File: config.mk
export PLATFORM = sky130hd
export DESIGN_NAME = pwm_csr_shadow
export DESIGN_NICKNAME = d
export VERILOG_FILES = /design/src/rtl/pwm_csr_shadow.sv
export SDC_FILE = /design/constraint.sdc
export NUM_CORES = 1
export LEC_CHECK = 0
export CAP_MARGIN = 40
export CORE_MARGIN = 10
export CORE_UTILIZATION = 45
export DETAILED_ROUTE_END_ITERATION = 16
export DONT_BUFFER_PORTS = 1
export PLACE_DENSITY = 0.71
export SYNTH_ARGS = -nofsm -noshare
export SYNTH_HDL_FRONTEND = slang
export SYNTH_SLANG_ARGS = --single-unit
File: constraint.sdc
create_clock -name clock -period 10.4 [get_ports clock]
set_input_delay 1.56 -clock clock [delete_from_list [all_inputs] [get_ports clock]]
set_output_delay 1.56 -clock clock [all_outputs]
set_load 0.1 [all_outputs]
File: src/rtl/pwm_csr_shadow.sv
// pwm_csr_shadow: Avalon-MM register front end for the PWM counter/comparator.
// Software writes land in shadow registers. They are committed to the active
// period/target/step only at a period boundary, so the waveform never glitches
// mid-period. An optional per-period ramp slews the compare value toward the
// target. A settle interrupt flags the moment the duty reaches its target.
module pwm_csr_shadow #(
  parameter logic [15:0] RESET_PERIOD = 16'hFFFF,
  parameter logic [15:0] RESET_STEP   = 16'h0000
) (
  input  logic        clock,
  input  logic        reset,
  input  logic [1:0]  avs_address,
  input  logic        avs_read,
  input  logic        avs_write,
  input  logic [31:0] avs_writedata,
  output logic [31:0] avs_readdata,
  output logic [15:0] period,
  output logic [15:0] comparison_value,
  output logic        irq
);

  typedef enum logic [1:0] {
    ADDR_CTRL    = 2'd0,
    ADDR_PERIOD  = 2'd1,
    ADDR_COMPARE = 2'd2,
    ADDR_STATUS  = 2'd3
  } addr_e;

  logic        ctrl_en, ctrl_ramp_en, ctrl_irq_en;
  logic [15:0] pend_period, pend_target, pend_step;
  logic        pending, settled;
  logic [15:0] target_active, step_active, cur, phase;

  logic        wr_ctrl, wr_period, wr_compare, wr_status;
  logic        boundary, commit, settle_event;
  logic        en_next, irq_en_next, settled_next;
  logic [15:0] tgt_sel, step_sel, cur_next;
  logic [16:0] up_sum, down_diff;
  logic [31:0] read_mux;

  assign wr_ctrl    = avs_write && (avs_address == ADDR_CTRL);
  assign wr_period  = avs_write && (avs_address == ADDR_PERIOD);
  assign wr_compare = avs_write && (avs_address == ADDR_COMPARE);
  assign wr_status  = avs_write && (avs_address == ADDR_STATUS);

  // The boundary is the cycle in which the downstream counter wraps.
  assign boundary = (phase == period);
  assign commit   = boundary && pending;

  // The duty update sees the freshly committed target/step in a commit cycle.
  assign tgt_sel  = commit ? pend_target : target_active;
  assign step_sel = commit ? pend_step   : step_active;

  // Next duty value: jump, or slew with 17-bit arithmetic clamped at the target.
  always_comb begin
    // NOTE: every signal written here gets a default first, so no latch can be inferred.
    up_sum    = {1'b0, cur} + {1'b0, step_sel};
    down_diff = {1'b0, cur} - {1'b0, step_sel};
    cur_next  = cur;
    if (boundary) begin
      if (!ctrl_ramp_en || (step_sel == 16'd0)) begin
        cur_next = tgt_sel;
      end else if (cur < tgt_sel) begin
        cur_next = (up_sum >= {1'b0, tgt_sel}) ? tgt_sel : up_sum[15:0];
      end else if (cur > tgt_sel) begin
        cur_next = (down_diff[16] || (down_diff[15:0] <= tgt_sel)) ? tgt_sel
                                                                   : down_diff[15:0];
      end
    end
  end

  // Settle when the duty lands on target after a commit or after a real move.
  assign settle_event = boundary && (cur_next == tgt_sel) &&
                        (commit || (cur != target_active));

  // A settle event in the same cycle as a write-1-clear keeps SETTLED set.
  assign settled_next = settle_event ? 1'b1 :
                        (wr_status && avs_writedata[2]) ? 1'b0 : settled;

  assign en_next     = wr_ctrl ? avs_writedata[0] : ctrl_en;
  assign irq_en_next = wr_ctrl ? avs_writedata[2] : ctrl_irq_en;

  // Register read multiplexer.
  always_comb begin
    read_mux = 32'd0;
    case (addr_e'(avs_address))
      ADDR_CTRL:    read_mux = {29'd0, ctrl_irq_en, ctrl_ramp_en, ctrl_en};
      ADDR_PERIOD:  read_mux = {16'd0, pend_period};
      ADDR_COMPARE: read_mux = {pend_step, pend_target};
      ADDR_STATUS:  read_mux = {cur, 13'd0, settled, (cur != target_active), pending};
      default:      read_mux = 32'd0;
    endcase
  end

  // Phase mirror of the downstream counter; free-running regardless of EN.
  always_ff @(posedge clock or negedge reset) begin
    if (!reset) begin
      phase <= 16'd0;
    end else begin
      // NOTE: sequential state uses non-blocking assignments so every register samples pre-edge values.
      phase <= boundary ? 16'd0 : phase + 16'd1;
    end
  end

  // Control, shadow, commit and duty state.
  always_ff @(posedge clock or negedge reset) begin
    if (!reset) begin
      ctrl_en       <= 1'b0;
      ctrl_ramp_en  <= 1'b0;
      ctrl_irq_en   <= 1'b0;
      pend_period   <= RESET_PERIOD;
      pend_target   <= 16'd0;
      pend_step     <= RESET_STEP;
      pending       <= 1'b0;
      settled       <= 1'b0;
      period        <= RESET_PERIOD;
      target_active <= 16'd0;
      step_active   <= RESET_STEP;
      cur           <= 16'd0;
    end else begin
      if (wr_ctrl) begin
        ctrl_en      <= avs_writedata[0];
        ctrl_ramp_en <= avs_writedata[1];
        ctrl_irq_en  <= avs_writedata[2];
      end
      if (wr_period) begin
        pend_period <= avs_writedata[15:0];
      end
      if (wr_compare) begin
        pend_target <= avs_writedata[15:0];
        pend_step   <= avs_writedata[31:16];
      end
      if (commit) begin
        period        <= pend_period;
        target_active <= pend_target;
        step_active   <= pend_step;
      end
      // A shadow write in the commit cycle keeps PENDING set for the next boundary.
      if (wr_period || wr_compare) begin
        pending <= 1'b1;
      end else if (commit) begin
        pending <= 1'b0;
      end
      cur     <= cur_next;
      settled <= settled_next;
    end
  end

  // Registered outputs to the PWM stage and the interrupt line.
  always_ff @(posedge clock or negedge reset) begin
    if (!reset) begin
      comparison_value <= 16'd0;
      irq              <= 1'b0;
    end else begin
      comparison_value <= en_next ? cur_next : 16'd0;
      irq              <= settled_next && irq_en_next;
    end
  end

  // Read data, latency 1; holds its value when no read is issued.
  always_ff @(posedge clock or negedge reset) begin
    if (!reset) begin
      avs_readdata <= 32'd0;
    end else if (avs_read) begin
      avs_readdata <= read_mux;
    end
  end

endmodule

== Word level (Yosys, flattened, before mapping) ==
Index checks and enable logic that the tools add are counted.

* Add/subtract/negate cells: 3
* Multiply operators: 0
* Divide/modulo/power cells: 0
* $lt $le $gt $ge: 4
* Equal/unequal tests: 6
* Shift operators: 0
* Muxes and demuxes: 17
* Bitwise gates (word level): 0
* Reduce and logical (&&, ||, !) cells: 17

{| class="wikitable"
|+ Operators by type and width
! operator !! count
|-
| 16-bit two-way mux || 10
|-
| 32-bit case mux with 4 select lines || 1
|-
| 16-bit == test || 2
|-
| 16-bit by 16-bit adder with 17-bit output || 1
|-
| 17-bit by 16-bit greater-or-equal comparator with 1-bit output || 1
|-
| 16-bit by 16-bit subtractor with 17-bit output || 1
|-
| 16-bit by 1-bit adder with 16-bit output (second input constant) || 1
|-
| 16-bit greater-than comparator || 1
|-
| 16-bit <= comparator || 1
|-
| 16-bit logical NOT || 1
|-
| 16-bit < comparator || 1
|-
| 16-bit inequality test || 1
|-
| 1-bit logical AND || 9
|-
| 1-bit two-way mux || 6
|-
| 2-bit == test (second input constant) || 2
|-
| 1-bit logical OR || 4
|-
| 2-bit by 1-bit == test with 1-bit output (second input constant) || 1
|-
| 2-bit logical NOT || 1
|-
| 2-bit nonzero test || 1
|-
| 1-bit logical NOT || 1
|}

* Register bits after elaboration: 182
* Latch bits: 0
* Memory bits (writable): 0
* Memory bits (read-only): 0
* Output and inout port bits: 65
* Memories kept: 0

== Depth between registers and ports, before layout ==
* Depth in word-level cells: 16
* Gate-level depth with buffers: 27
* Depth with buffers taken out: 25

== Worst setup path after synthesis ==
OpenSTA, ideal clock, no wires.

* Path kind: reg-to-reg
* Start point: register period[13]
* End point: register irq
* Setup time: 0.078 ns
* Data arrival time: 6.392 ns
* Path slack: 3.931 ns
* Stages on the path, launching flop included: 27
* Path buffers: 4
* Period minus slack after synthesis: 6.469 ns
* Cell sequence: dfstp_2 xor2_1 nor4_1 and4_1 nand2_1 buf_1 mux2_2 ha_1 buf_2 a2111oi_2 o21ai_1 a221oi_2 o21bai_1 o41ai_2 xor2_1 ha_1 nand3_1 or4_1 o2111a_1 and3_1 buf_2 buf_1 o21ai_1 nand3_1 a2111oi_2 nand4_1 a21boi_1

* Word-level cells in the longest chain between the ends: 16

{| class="wikitable"
|+ Ends and longest elaborated chain
! element !! line !! text
|-
| start, declared || 17 || <nowiki>output logic [15:0] period,</nowiki>
|-
| start signal, assigned || 134 || <nowiki>period <= pend_period;</nowiki>
|-
| 16-bit == test (*) || 47 || <nowiki>assign boundary = (phase == period);</nowiki>
|-
| 1-bit logical AND (*) || 48 || <nowiki>assign commit = boundary && pending;</nowiki>
|-
| 16-bit two-way mux (*) || -- ||
|-
| via step_sel[6] || 37 || <nowiki>logic [15:0] tgt_sel, step_sel, cur_next;</nowiki>
|-
| 16-bit by 16-bit subtractor with 17-bit output || 58 || <nowiki>down_diff = {1'b0, cur} - {1'b0, step_sel};</nowiki>
|-
| 16-bit <= comparator || 66 || <nowiki>cur_next = (down_diff[16] || (down_diff[15:0] <= tgt_sel)) ? tgt_sel</nowiki>
|-
| 1-bit logical OR || 66 ||
|-
| 16-bit two-way mux || 66 ||
|-
| 16-bit two-way mux || 65 || <nowiki>end else if (cur > tgt_sel) begin</nowiki>
|-
| 16-bit two-way mux || 63 || <nowiki>end else if (cur < tgt_sel) begin</nowiki>
|-
| 16-bit two-way mux (*) || 61 || <nowiki>if (!ctrl_ramp_en || (step_sel == 16'd0)) begin</nowiki>
|-
| 16-bit two-way mux (*) || 60 || <nowiki>if (boundary) begin</nowiki>
|-
| 16-bit == test (*) || 73 || <nowiki>assign settle_event = boundary && (cur_next == tgt_sel) &&</nowiki>
|-
| 1-bit logical AND (*) (2 in a row) || 73 ||
|-
| 1-bit two-way mux (*) || 77 || <nowiki>assign settled_next = settle_event ? 1'b1 :</nowiki>
|-
| 1-bit logical AND (*) || 156 || <nowiki>irq <= settled_next && irq_en_next;</nowiki>
|-
| end signal, assigned || 156 ||
|-
| end, declared || 19 || <nowiki>output logic irq</nowiki>
|}

The timed path passes the listed nets; every way through them passes the cells marked *.
A chain may end at the register's enable or synchronous reset.

== Worst setup path in the final report ==
* Start point: register period[6]
* End point: register irq

The elaborated chain is that of the path after synthesis.

==> flow_metrics.env <==
export IMPL_worstSetupEndpointType="flop"
export IMPL_final_nets=1377
export IMPL_ys_ff_latch=182
export IMPL_synth_main_ff_cell="dfrtp_1"
export IMPL_clock_tree_from_tritoncts="yes"
export IMPL_synth_compound_gate_area_share=0.177
export IMPL_cts_hold_buffers=0
export IMPL_skew_ps=17.9
export IMPL_timing_max_cap_violations=0
export IMPL_drcViolationCount=0
export IMPL_grt_use_total=0.244
export IMPL_wl_met3_um=2980
export IMPL_clock_tree_root_cell="clkbuf_16"
export IMPL_area_delta_synth_final_pct=19.0
export IMPL_timing_setup_tns_ps=0
export IMPL_worstMarginPinSlew_ps=901
export IMPL_clkTransAtPathRegs_ps=80
export IMPL_synth_enable_flop_cells=0
export IMPL_clock_sink_count=182
export IMPL_post_route_period_util=0.800
export IMPL_async_reset_ff_frac=1.00
export IMPL_vias=10200
export IMPL_dp_hpwl_um=30400
export IMPL_drtIter0Drc=1306
export IMPL_grt_start_max_net_pins=183
export IMPL_setup_viol_count_final=0
export IMPL_die_width_um=182
export IMPL_utilization=0.540
export IMPL_r2r_cells=25
export IMPL_die_y_um=182
export IMPL_cts_buffers=17
export IMPL_post_synthesis_adder_cell_area_fraction=0.0907
export IMPL_top_register="avs_readdata"
export IMPL_run_status="finished clean"
export IMPL_yosys_area_share_simple=0.145
export IMPL_htree_levels=4
export IMPL_timing_hold_worst_path_depth=2
export IMPL_finalWirelength_um=40900
export IMPL_detailed_routing_iteration_count_for_the_pre_antenna_repair_pass=7
export IMPL_timing_max_slew_rel_slack=0.396
export IMPL_timing_critical_path_fanout_max=27
export IMPL_min_period_ps=8320
export IMPL_cts_root_to_sink_buffers=2
export IMPL_die_area_um2=33000
export IMPL_core_area_um2=25900
export IMPL_final_antenna_net_count=0
export IMPL_gp_congestion=0.985
export IMPL_worstPathRequired_ps=10770
export IMPL_synth_mux_area_fraction=0.0983
export IMPL_mappedNetlistArea_um2=11800
export IMPL_antennaDiodeCount=0
export IMPL_rsz0062_at_grt="false"
export IMPL_syn_avg_cell_area_um2=9.60
export IMPL_highest_signal_layer="met4"
export IMPL_hold_path_class="flop to flop"
export IMPL_congestion_overflow_gr=0
export IMPL_drive_gt1_frac=0.187
export IMPL_synthXorXnorAreaFrac=0.0492
export IMPL_netlist_cell_type_count=88
export IMPL_synthesis_instances=1224
export IMPL_cts_post_setup_buffers_inserted=0
export IMPL_met1_length_um=16900
export IMPL_ioPinCount=103
export IMPL_clock_latency_ps=450
export IMPL_antenna_found_initial=0
export IMPL_worst_ep_arrival_time_ps=8700
export IMPL_dominant_combinational_cell_family_by_area_after_synthesis="compound AO/OA/AOI/OAI gates"
export IMPL_synth_warnings=0
export IMPL_largest_register_ff_count=32
export IMPL_timing_hold_violations_final=0
export IMPL_number_of_instances_resized_during_post_cts_repair=0
export IMPL_worstSetupPathType="flop to flop"
export IMPL_startpoint_type="flop"
export IMPL_synth_yosys_seq_area_share=0.391
export IMPL_maxSlewViolCount=0
export IMPL_vias_in_the_first_global_route=10100
export IMPL_synth_net_count=1346
export IMPL_grt_first_pass_wirelength_um=63200
export IMPL_dr_wl_met2_um=19700
export IMPL_drt_vias_per_instance=6.37
export IMPL_initial_core_util=0.454
export IMPL_drt_wirelength_per_cell_um=25.5
export IMPL_port_buffer_count=0
export IMPL_row_count=59
export IMPL_timing_fmax_mhz=120
## metrics by stage
stage / std cells / worst slack (ps) / cell area, µm² / hold WS, ps
after floorplan: 1224 / 3930 / 11800 / 438
after global placement: 1522 / 2480 / 12100 / 449
after detailed placement: 1571 / 2360 / 13400 / 456
after CTS: 1603 / 2320 / 14000 / 469
after global routing: 1603 / 1570 / 14000 / 477
final: 1603 / 2080 / 14000 / 473
## synthesized netlist by cell type, drive strengths merged, types with 7 or more instances
cell,instances,area share
and3,9,0.0052
o21a,10,0.0064
nor4,18,0.0096
nand4,18,0.0096
o22ai,20,0.011
clkbuf,33,0.011
nor2b,8,0.0043
a221oi,8,0.0076
mux2i,30,0.027
mux2,69,0.066
o221ai,13,0.0097
a31oi,10,0.0053
or3,11,0.0063
o21ai,59,0.025
xor2,44,0.033
xnor2,22,0.016
o211ai,14,0.0089
dfrtp,150,0.32
nor2,71,0.024
a22oi,17,0.011
nand3,39,0.017
ha,82,0.087
nand2,109,0.035
inv,79,0.025
a21o,11,0.0070
a21oi,77,0.033
a211oi,7,0.0045
dfstp,32,0.072
and2,20,0.011
buf,26,0.013
nor3,23,0.0098
## kinds of logic (layout without fill, tap and decap cells)
kind of cell	count (synthesis)	in the layout
and+or+nand+nor	347	347
AOI/OAI and AO/OA	304	304
DFF	182	182
buffers and inverters	139	183
muxes	102	102
adders and majority gates	84	84
xor gates and xnor gates	66	66
## routing by layer
layer / up-vias / global-route usage
li1: 4508 / -
met1: 5112 / 0.312
met2: 496 / 0.399
met3: 97 / 0.0473
met4: 0 / 0.0940
met5: - / 0
## cell usage in the layout, fill, tap and decap left out, types with 21 or more instances in the layout
cell type	netlist	final
xnor2_1	22	22
xor2_1	44	44
buf_16	0	46
a21oi_1	76	76
ha_1	82	82
nand2_1	108	108
nor2_1	69	69
o21ai_0	54	54
dfrtp_1	150	150
buf_4	3	24
dfstp_2	32	32
mux2_2	69	69
inv_1	77	77
mux2i_1	27	27
nand3_1	38	38
nor3_1	23	21
## area by class of cell
cell class                 count  area, µm²
sequential                   182       4590
multi-input combinational    903       6590
clock buffer                  17        425
inverter                      80        302
clock inverter                15        206
tap                          335        419
timing repair buffer          71       1460
fill                        2157      11900
## critical path, stage by stage (launching register included)
cell and delay, ps:
dfstp_2 890, xor2_1 140, nor4_1 430, and4_1 290
nand2_1 370, buf_4 380, mux2_2 330, ha_1 220
fa_1 420, o21ba_1 210, or4_4 450, a21oi_2 250
nor3_1 80, or3b_2 550, ha_1 350, nand4_1 140
nor3_1 240, o21ai_0 130, nand4_1 200, nand3_2 490
o21ai_0 350, a21oi_1 100, a2bb2oi_1 180, a2111oi_2 560
nand4_1 300, a21boi_1 190
## path summary, 6_finish.rpt
check | start | end | slack, ps
max | period[6]$_DFFE_PN1P_ | irq$_DFF_PN0_ | 2080
min | pend_period[15]$_DFFE_PN1P_ | period[15]$_DFFE_PN1P_ | 470
max reg2reg | period[6]$_DFFE_PN1P_ | irq$_DFF_PN0_ | 2080
min reg2reg | pend_period[15]$_DFFE_PN1P_ | period[15]$_DFFE_PN1P_ | 470
max in group asynchronous | reset | pend_period[13]$_DFFE_PN1P_ | 9180
min in group asynchronous | reset | avs_readdata[16]$_DFFE_PN0P_ | 810
Power is left out: the tool's default activity adds up to more than one toggle a clock period on the data nets, which glitch-free logic cannot reach.
